$ cat src/rtl/relu_grad_mask.sv
// Records one ReLU pass bit per forward activation and zeroes the matching returning gradient, in order.
// Latency 1 cycle bwd->gout; gout holds until gout_ready, fwd stalls when full, bwd stalls when empty or output blocked.
module relu_grad_mask #(
  parameter int DW    = 24,
  parameter int DEPTH = 64,
  parameter int AW    = 6
) (
  input  logic          clk,
  input  logic          rst,
  input  logic          en,
  input  logic          clr,
  input  logic          fwd_valid,
  output logic          fwd_ready,
  input  logic [DW-1:0] fwd_din,
  input  logic          bwd_valid,
  output logic          bwd_ready,
  input  logic [DW-1:0] bwd_grad,
  output logic          gout_valid,
  input  logic          gout_ready,
  output logic [DW-1:0] gout_data,
  output logic [AW:0]   mask_count,
  output logic          err_under
);

  localparam logic [AW:0]   FULL_CNT = (AW+1)'(DEPTH);
  localparam logic [AW:0]   CNT_ONE  = (AW+1)'(1);
  localparam logic [AW-1:0] PTR_ONE  = AW'(1);

  logic [DEPTH-1:0] mask_q, mask_d;
  logic [AW-1:0]    wr_ptr_q, wr_ptr_d;
  logic [AW-1:0]    rd_ptr_q, rd_ptr_d;
  logic [AW:0]      count_q, count_d;
  logic             gout_valid_q, gout_valid_d;
  logic [DW-1:0]    gout_data_q, gout_data_d;
  logic             err_q, err_d;
  logic             push, pop;

  assign fwd_ready  = (count_q != FULL_CNT);
  assign bwd_ready  = (count_q != '0) & (~gout_valid_q | gout_ready);
  assign push       = fwd_valid & fwd_ready;
  assign pop        = bwd_valid & bwd_ready;

  assign gout_valid = gout_valid_q;
  assign gout_data  = gout_data_q;
  assign mask_count = count_q;
  assign err_under  = err_q;

  always_comb begin
    mask_d       = mask_q;
    wr_ptr_d     = wr_ptr_q;
    rd_ptr_d     = rd_ptr_q;
    count_d      = count_q;
    gout_valid_d = gout_valid_q;
    gout_data_d  = gout_data_q;
    err_d        = err_q;

    // Zero activation counts as passed, matching the forward ReLU.
    if (push) begin
      mask_d[wr_ptr_q] = en & ~fwd_din[DW-1];
      wr_ptr_d         = wr_ptr_q + PTR_ONE;
    end
    if (pop) begin
      rd_ptr_d     = rd_ptr_q + PTR_ONE;
      gout_valid_d = 1'b1;
      gout_data_d  = mask_q[rd_ptr_q] ? bwd_grad : '0;
    end else if (gout_ready) begin
      gout_valid_d = 1'b0;
    end

    case ({push, pop})
      2'b10:   count_d = count_q + CNT_ONE;
      2'b01:   count_d = count_q - CNT_ONE;
      default: count_d = count_q;
    endcase

    if (bwd_valid && (count_q == '0)) err_d = 1'b1;

    if (clr) begin
      mask_d       = '0;
      wr_ptr_d     = '0;
      rd_ptr_d     = '0;
      count_d      = '0;
      gout_valid_d = 1'b0;
      gout_data_d  = '0;
      err_d        = 1'b0;
    end
  end

  always_ff @(posedge clk or posedge rst) begin
    if (rst) begin
      mask_q       <= '0;
      wr_ptr_q     <= '0;
      rd_ptr_q     <= '0;
      count_q      <= '0;
      gout_valid_q <= 1'b0;
      gout_data_q  <= '0;
      err_q        <= 1'b0;
    end else begin
      mask_q       <= mask_d;
      wr_ptr_q     <= wr_ptr_d;
      rd_ptr_q     <= rd_ptr_d;
      count_q      <= count_d;
      gout_valid_q <= gout_valid_d;
      gout_data_q  <= gout_data_d;
      err_q        <= err_d;
    end
  end

endmodule
$ cat config.mk
export PLATFORM = sky130hd
export DESIGN_NAME = relu_grad_mask
export DESIGN_NICKNAME = d
export VERILOG_FILES = /design/src/rtl/relu_grad_mask.sv
export SDC_FILE = /design/constraint.sdc
export NUM_CORES = 1
export LEC_CHECK = 0
export CORE_ASPECT_RATIO = 1.75
export CORE_MARGIN = 2
export CORE_UTILIZATION = 55
export CTS_CLUSTER_SIZE = 30
export DETAILED_ROUTE_END_ITERATION = 8
export PLACE_DENSITY = 0.81
export SLEW_MARGIN = 40
export SYNTH_ARGS = -nofsm -noshare
export SYNTH_HDL_FRONTEND = slang
export SYNTH_SLANG_ARGS = --single-unit
$ cat constraint.sdc
create_clock -name clk -period 4.2 [get_ports clk]
set_clock_uncertainty 0.1 [all_clocks]
set_input_delay 0.42 -clock clk [delete_from_list [all_inputs] [get_ports clk]]
set_output_delay 0.42 -clock clk [all_outputs]
set_load 0.05 [all_outputs]
; ---- Word-level counts from Yosys, hierarchy flattened
; Cells that the tools add are included.
[word_totals]
wordCells = 54
ff_bits = 109
[classes]
eq_ne = 3
n_bitwise = 7
reduce_logical = 9
order_cmp = 3
muxes = 21
add_sub_neg = 4
[ops]
columns = op, n
row1 = $mux W64, 2
row2 = $mux W24, 3
row3 = $bwmux W64, 1
row4 = $mux W6, 4
row5 = $lt A6 B7 Y1 const B, 2
row6 = $pmux W7 S2, 1
row7 = $add A6 B1 Y6 const B, 2
row8 = $add A7 B1 Y7 const B, 1
row9 = $logic_not A7 Y1, 1
row10 = $mux W1, 7
row11 = $mux W7, 1
row12 = $ne A7 B7 Y1 const B, 1
row13 = $reduce_bool A7 Y1, 1
row14 = $sub A7 B1 Y7 const B, 1
row15 = $bmux W1 S6, 1
row16 = $demux W1 S6, 1
row17 = $ge A6 B1 Y1 const B, 1
row18 = $reduce_bool A2 Y1, 3
row19 = $reduce_bool A3 Y1, 2
row20 = $and A1 B1 Y1, 4
row21 = $eq A2 B1 Y1 const B, 1
row22 = $eq A2 B2 Y1 const B, 1
row23 = $logic_and A1 B1 Y1, 2
row24 = $not A1 Y1, 2
row25 = $or A1 B1 Y1, 1

; ---- Depth between registers and ports, before layout
; Gate-level depths: netlist of the first run.
[depth]
depth_word = 7
depth_mapped = 10
depth_no_buf = 9

; ---- Worst setup path before layout of the first run
; OpenSTA, ideal clock, no wires.
[synth_timing]
kind = register -> register
from = reg count_q[2] (netlist: mask_count[2])
to = reg count_q[6] (netlist: mask_count[6])
setup_time_ns = 0.128
required_ns = 3.972
period_less_slack_ns = 3.325
path_stages_with_launch = 10
path_buffers = 0
t_arrival_ns = 3.098
setup_slack_ns = 0.875
path_cell_list = dfrtp_1 > or4_4 > o311a_4 > and2_4 > fa_1 > a21o_1 > a21oi_1 > o21ai_0 > mux2i_1 > mux2_1
[synth_via]
elab_chain_len = 6
[synth_lines]
columns = item, line_no
row1 = from (decl), 32  ; logic [AW:0] count_q, count_d;
row2 = from (signal assigned), 102  ; count_q <= count_d;
row3 = $reduce_bool A7 Y1, 39  ; assign bwd_ready = (count_q != '0) & (~gout_valid_q | gout_ready);
row4 = $and A1 B1 Y1, 39
row5 = $and A1 B1 Y1, 41  ; assign pop = bwd_valid & bwd_ready;
row6 = $eq A2 B1 Y1 or $eq A2 B2 Y1 (tied branches), 70  ; case ({push, pop})
row7 = $pmux W7 S2, 70
row8 = $mux W7, 78  ; if (clr) begin
; Several ways; a longest one is shown, not always the timed one.
; A chain may end at the register's enable or synchronous reset.

; ---- Worst setup path in the final report of the first run
; Ends and elaborated chain as after synthesis.

==> results by group, run 1 <==
CTS
  – CTS clock-pin slew for the worst setup and hold paths: 70 ps
  – Resized cells post-CTS: 0
  – Hold bufs inserted after CTS: 0
  – Clock insertion delay at the later pin of the skew report: 360 ps
  – H-tree level count: 3
  – Post-CTS repair timing setup buffer count: 0
  – Root buf cell: sky130_fd_sc_hd__clkbuf_16
  – CTS tree: yes
  – Maximum buffer depth of the clock tree: 2
  – Number of buffers added by the clock tree synthesis step: 9
  – Clock sink count: 109

Worst setup path
  – Worst Path Max Fanout: 12
  – Worst setup EP type: flip-flop
  – Crit Path Class: flip-flop to flip-flop
  – Buffer and inverter count on the worst path: 0
  – Arrival @ worst endpoint: 3770 ps
  – Setup crit start kind: flip-flop
  – CP max-delay cell: sky130_fd_sc_hd__or4_4
  – Cell-by-cell trace of the critical path: or4_4 -> o31ai_4 -> and2_4 -> ha_1 -> a21o_1 -> a21oi_1 -> o21ai_0 -> mux2i_1 -> mux2_1
  – Req. time, crit path: 4340 ps
  – Worst stage delay on the critical path: 610 ps
  – Worst path top cell family by delay: compound AO/OA/AOI/OAI gates

Power
  – Logic pwr share: 30.0%
  – Flop pwr share: 39.7%
  – Largest vdd supply drop: 0.393 mV
  – Clock group share of total power: 30.4%
  – Power Internal: 1.97 mW
  – Areal power density over the cells: 424 mW/mm2
  – P_sw: 1.05 mW
  – Switching power as a share of total power: 34.8%
  – P_leak: 3.37 nW

Synthesis
  – Count of different cell masters after synthesis: 54
  – Synthesized-area fraction occupied by xor and xnor cells: 1.99%
  – Post-synth EDFFs: 0
  – Synth Area in Adders: 1.77%
  – Fraction of the mapped netlist area in compound gates: 7.66%
  – Share of synthesized registers carrying an async set or reset: 100%
  – Post-Synthesis Net Count: 680
  – Sequential element share of the synthesized area: 44.8%
  – Main flop type after synthesis: sky130_fd_sc_hd__dfrtp_1
  – Mux share of post-synthesis cell area: 16.9%
  – Dominant combinational cell family by area after synthesis: simple AND/OR/NAND/NOR gates
  – Share of synthesized cell area in and, or, nand and nor gates: 21.8%
  – Mapped Avg Cell Area: 9.88 um2
  – Cell area after synthesis: 0.00609 mm2
  – Synth Warn #: 0
  – FF+latch count, synth: 109
  – Synthesized netlist cell count: 617

Layout
  – Count of placed standard cells in the final layout, fillers left out: 792
  – Final-stage net count: 720
  – Diodes inserted: 0
  – Area growth from synthesis to final layout: 17.0%
  – Most common library cell in the layout ignoring fill and taps: sky130_fd_sc_hd__nand2_1
  – Share of final-layout standard cells stronger than drive strength 1: 9.06%
  – Most frequent cells in the layout: sky130_fd_sc_hd__nand2_1, sky130_fd_sc_hd__dfrtp_1, sky130_fd_sc_hd__mux2i_1

Outcome
  – Status: completed

Timing
  – RSZ-0062 raised after global routing: no
  – Max_slew headroom: 49.4%
  – Setup Total Neg Slack: 0 ps
  – Final critical-path share of the clock period: 86.6%
  – Final Hold Viols: 0
  – Number of max-slew violations in the final report: 0
  – Final critical path time including I/O delays and setup: 3640 ps
  – Measured slew at the worst slew-check pin: 760 ps
  – Setup violators final: 0
  – Top achievable clock speed: 275 MHz

Global route
  – Vias in the first global route: 4868
  – Largest net degree at the start of global routing: 71
  – Overall overflow remaining after global route: 0
  – GRT Overall Usage: 25.3%
  – Initial antenna violation count: 0
  – Wire length of the first global-routing pass: 24000 um

Die
  – Die area: 0.0120 mm2
  – FP Rows: 50
  – Chip Width: 83.6 um
  – Boundary pin count: 90
  – Starting utilization of the core area: 56.6%
  – Die height: 143 um
  – Area of the core: 0.0108 mm2

Routing
  – Remaining antenna violation count: 0
  – Vias per Instance: 5.91
  – Number of detailed-routing iterations run before antenna repair: 5
  – Routed vias: 4681
  – Average routed wire per standard cell: 18.2 um
  – Routed wire length: 14400 um
  – Drt first-iter violations: 358
  – Number of remaining DRC errors: 0

Hold path
  – Tightest Hold Check Type: flip-flop to flip-flop

Placement
  – Number of buffers inserted by port buffering: 66
  – Routability congestion estimate from global placement: 0.836
  – Half-perimeter wire length after placement: 9810 um
  – Placed cell count: 776

Run
  – Max cap viols: 0
path summary, 6_finish.rpt:
| check | startpoint | end | slack [ps] | cells past startpoint |
|---|---|---|---|---|
| max | mask_count[2]$_DFFE_PP0P_ | mask_count[6]$_DFFE_PP0P_ | 560 | 9 |
| min | gout_data[8]$_DFFE_PP0P_ | gout_data[8]$_DFFE_PP0P_ | 390 | 2 |
| max reg2reg | mask_count[2]$_DFFE_PP0P_ | mask_count[6]$_DFFE_PP0P_ | 560 | 9 |
| min reg2reg | gout_data[8]$_DFFE_PP0P_ | gout_data[8]$_DFFE_PP0P_ | 390 | 2 |
| max in group asynchronous | rst | mask_q[52]$_DFFE_PP0P_ | 2890 | 3 |
| min in group asynchronous | rst | mask_q[9]$_DFFE_PP0P_ | 440 | 2 |
worst reg2reg max path, cell delays in order (launching register included):
cell                      delay (ps)
sky130_fd_sc_hd__dfrtp_1         440
sky130_fd_sc_hd__or4_4           610
sky130_fd_sc_hd__o31ai_4         560
sky130_fd_sc_hd__and2_4          330
sky130_fd_sc_hd__ha_1            280
sky130_fd_sc_hd__a21o_1          200
sky130_fd_sc_hd__a21oi_1         260
sky130_fd_sc_hd__o21ai_0         170
sky130_fd_sc_hd__mux2i_1         220
sky130_fd_sc_hd__mux2_1          340
through the flow:
| stage | setup slack [ps] | cell area (um2) | hold slack, ps | utilization (%) | power (mW) |
|---|---|---|---|---|---|
| after floorplan | 806 | 6090 | 372 | - | 1.85 |
| after global placement | 739 | 6790 | 368 | 63.1 | 2.08 |
| after detailed placement | 647 | 6810 | 375 | 63.3 | 2.12 |
| after CTS | 628 | 7120 | 383 | 66.2 | 3.03 |
| after global routing | 479 | 7130 | 419 | 66.2 | 3.15 |
| final | 565 | 7130 | 388 | 66.2 | 3.02 |
kinds of logic after synthesis:
group	count (synthesis)
XOR/XNOR	13
buffers and inverters	74
multiplexers	88
flip-flops	109
AND/OR/NAND/NOR	268
adder cells (fa/ha/maj)	8
AO/OA/AOI/OAI	57
state kept, by name, summed over array words and instances, names as in the netlist:
name	flops
mask_q	64
gout_data	24
mask_count	7
rd_ptr_q	6
wr_ptr_q	6
err_under	1
gout_valid	1
cell type report:
class	instances	area [um2]
Clock buffer	10	229
Clock inverter	6	87.6
Fill cell	828	3630
Inverter	29	114
Multi-Input combinational cell	434	3080
Sequential cell	109	2730
Tap cell	130	163
Timing Repair Buffer	74	728
layer usage:
layer / wire length [um] / global-route usage [%] / vias to the layer above / part of all wire (%)
met5: 0 / 0 / - / 0
met3: 741 / 5.03 / 24 / 5.1
met2: 7750 / 45.9 / 168 / 54
li1: - / - / 2170 / -
met4: 309 / 8.83 / 0 / 2.1
met1: 5620 / 29.6 / 2319 / 39
synthesized netlist by cell type, types with 5 or more instances:
cell type | instances | area [um2]
sky130_fd_sc_hd__a21oi_1 | 7 | 35.0
sky130_fd_sc_hd__buf_2 | 10 | 50.1
sky130_fd_sc_hd__clkbuf_1 | 31 | 116
sky130_fd_sc_hd__dfrtp_1 | 109 | 2730
sky130_fd_sc_hd__ha_1 | 7 | 87.6
sky130_fd_sc_hd__inv_1 | 29 | 109
sky130_fd_sc_hd__mux2_2 | 9 | 101
sky130_fd_sc_hd__mux2i_1 | 67 | 671
sky130_fd_sc_hd__mux4_2 | 11 | 248
sky130_fd_sc_hd__nand2_1 | 117 | 439
sky130_fd_sc_hd__nand2b_1 | 63 | 394
sky130_fd_sc_hd__nand3_1 | 8 | 40.0
sky130_fd_sc_hd__nand4_1 | 5 | 31.3
sky130_fd_sc_hd__nor2_1 | 33 | 124
sky130_fd_sc_hd__nor2b_1 | 5 | 31.3
sky130_fd_sc_hd__nor3b_1 | 8 | 60.1
sky130_fd_sc_hd__o21ai_0 | 6 | 30.0
sky130_fd_sc_hd__o221ai_1 | 24 | 210
sky130_fd_sc_hd__xnor2_1 | 7 | 61.3
sky130_fd_sc_hd__xor2_1 | 5 | 43.8
power groups by stage:
stage / Sequential, mW / Combinational, mW / Clock (mW)
after global placement: 1.21 / 0.871 / 0
after floorplan: 1.29 / 0.560 / 0
after detailed placement: 1.22 / 0.902 / 0
after global routing: 1.21 / 0.972 / 0.969
final: 1.20 / 0.905 / 0.917
after CTS: 1.20 / 0.907 / 0.926
(Power assumes the default switching activity.)
==> inputs of run 2 (changes only) <==
--- a/config.mk
+++ b/config.mk
@@ -8,6 +8,7 @@
 export CORE_ASPECT_RATIO = 1.75
 export CORE_MARGIN = 2
 export CORE_UTILIZATION = 55
+export CTS_CLUSTER_DIAMETER = 40
 export CTS_CLUSTER_SIZE = 30
 export DETAILED_ROUTE_END_ITERATION = 8
 export PLACE_DENSITY = 0.81
==> results of run 2 <==
The final DEF is identical to that of run 1; final timing and power are the same.
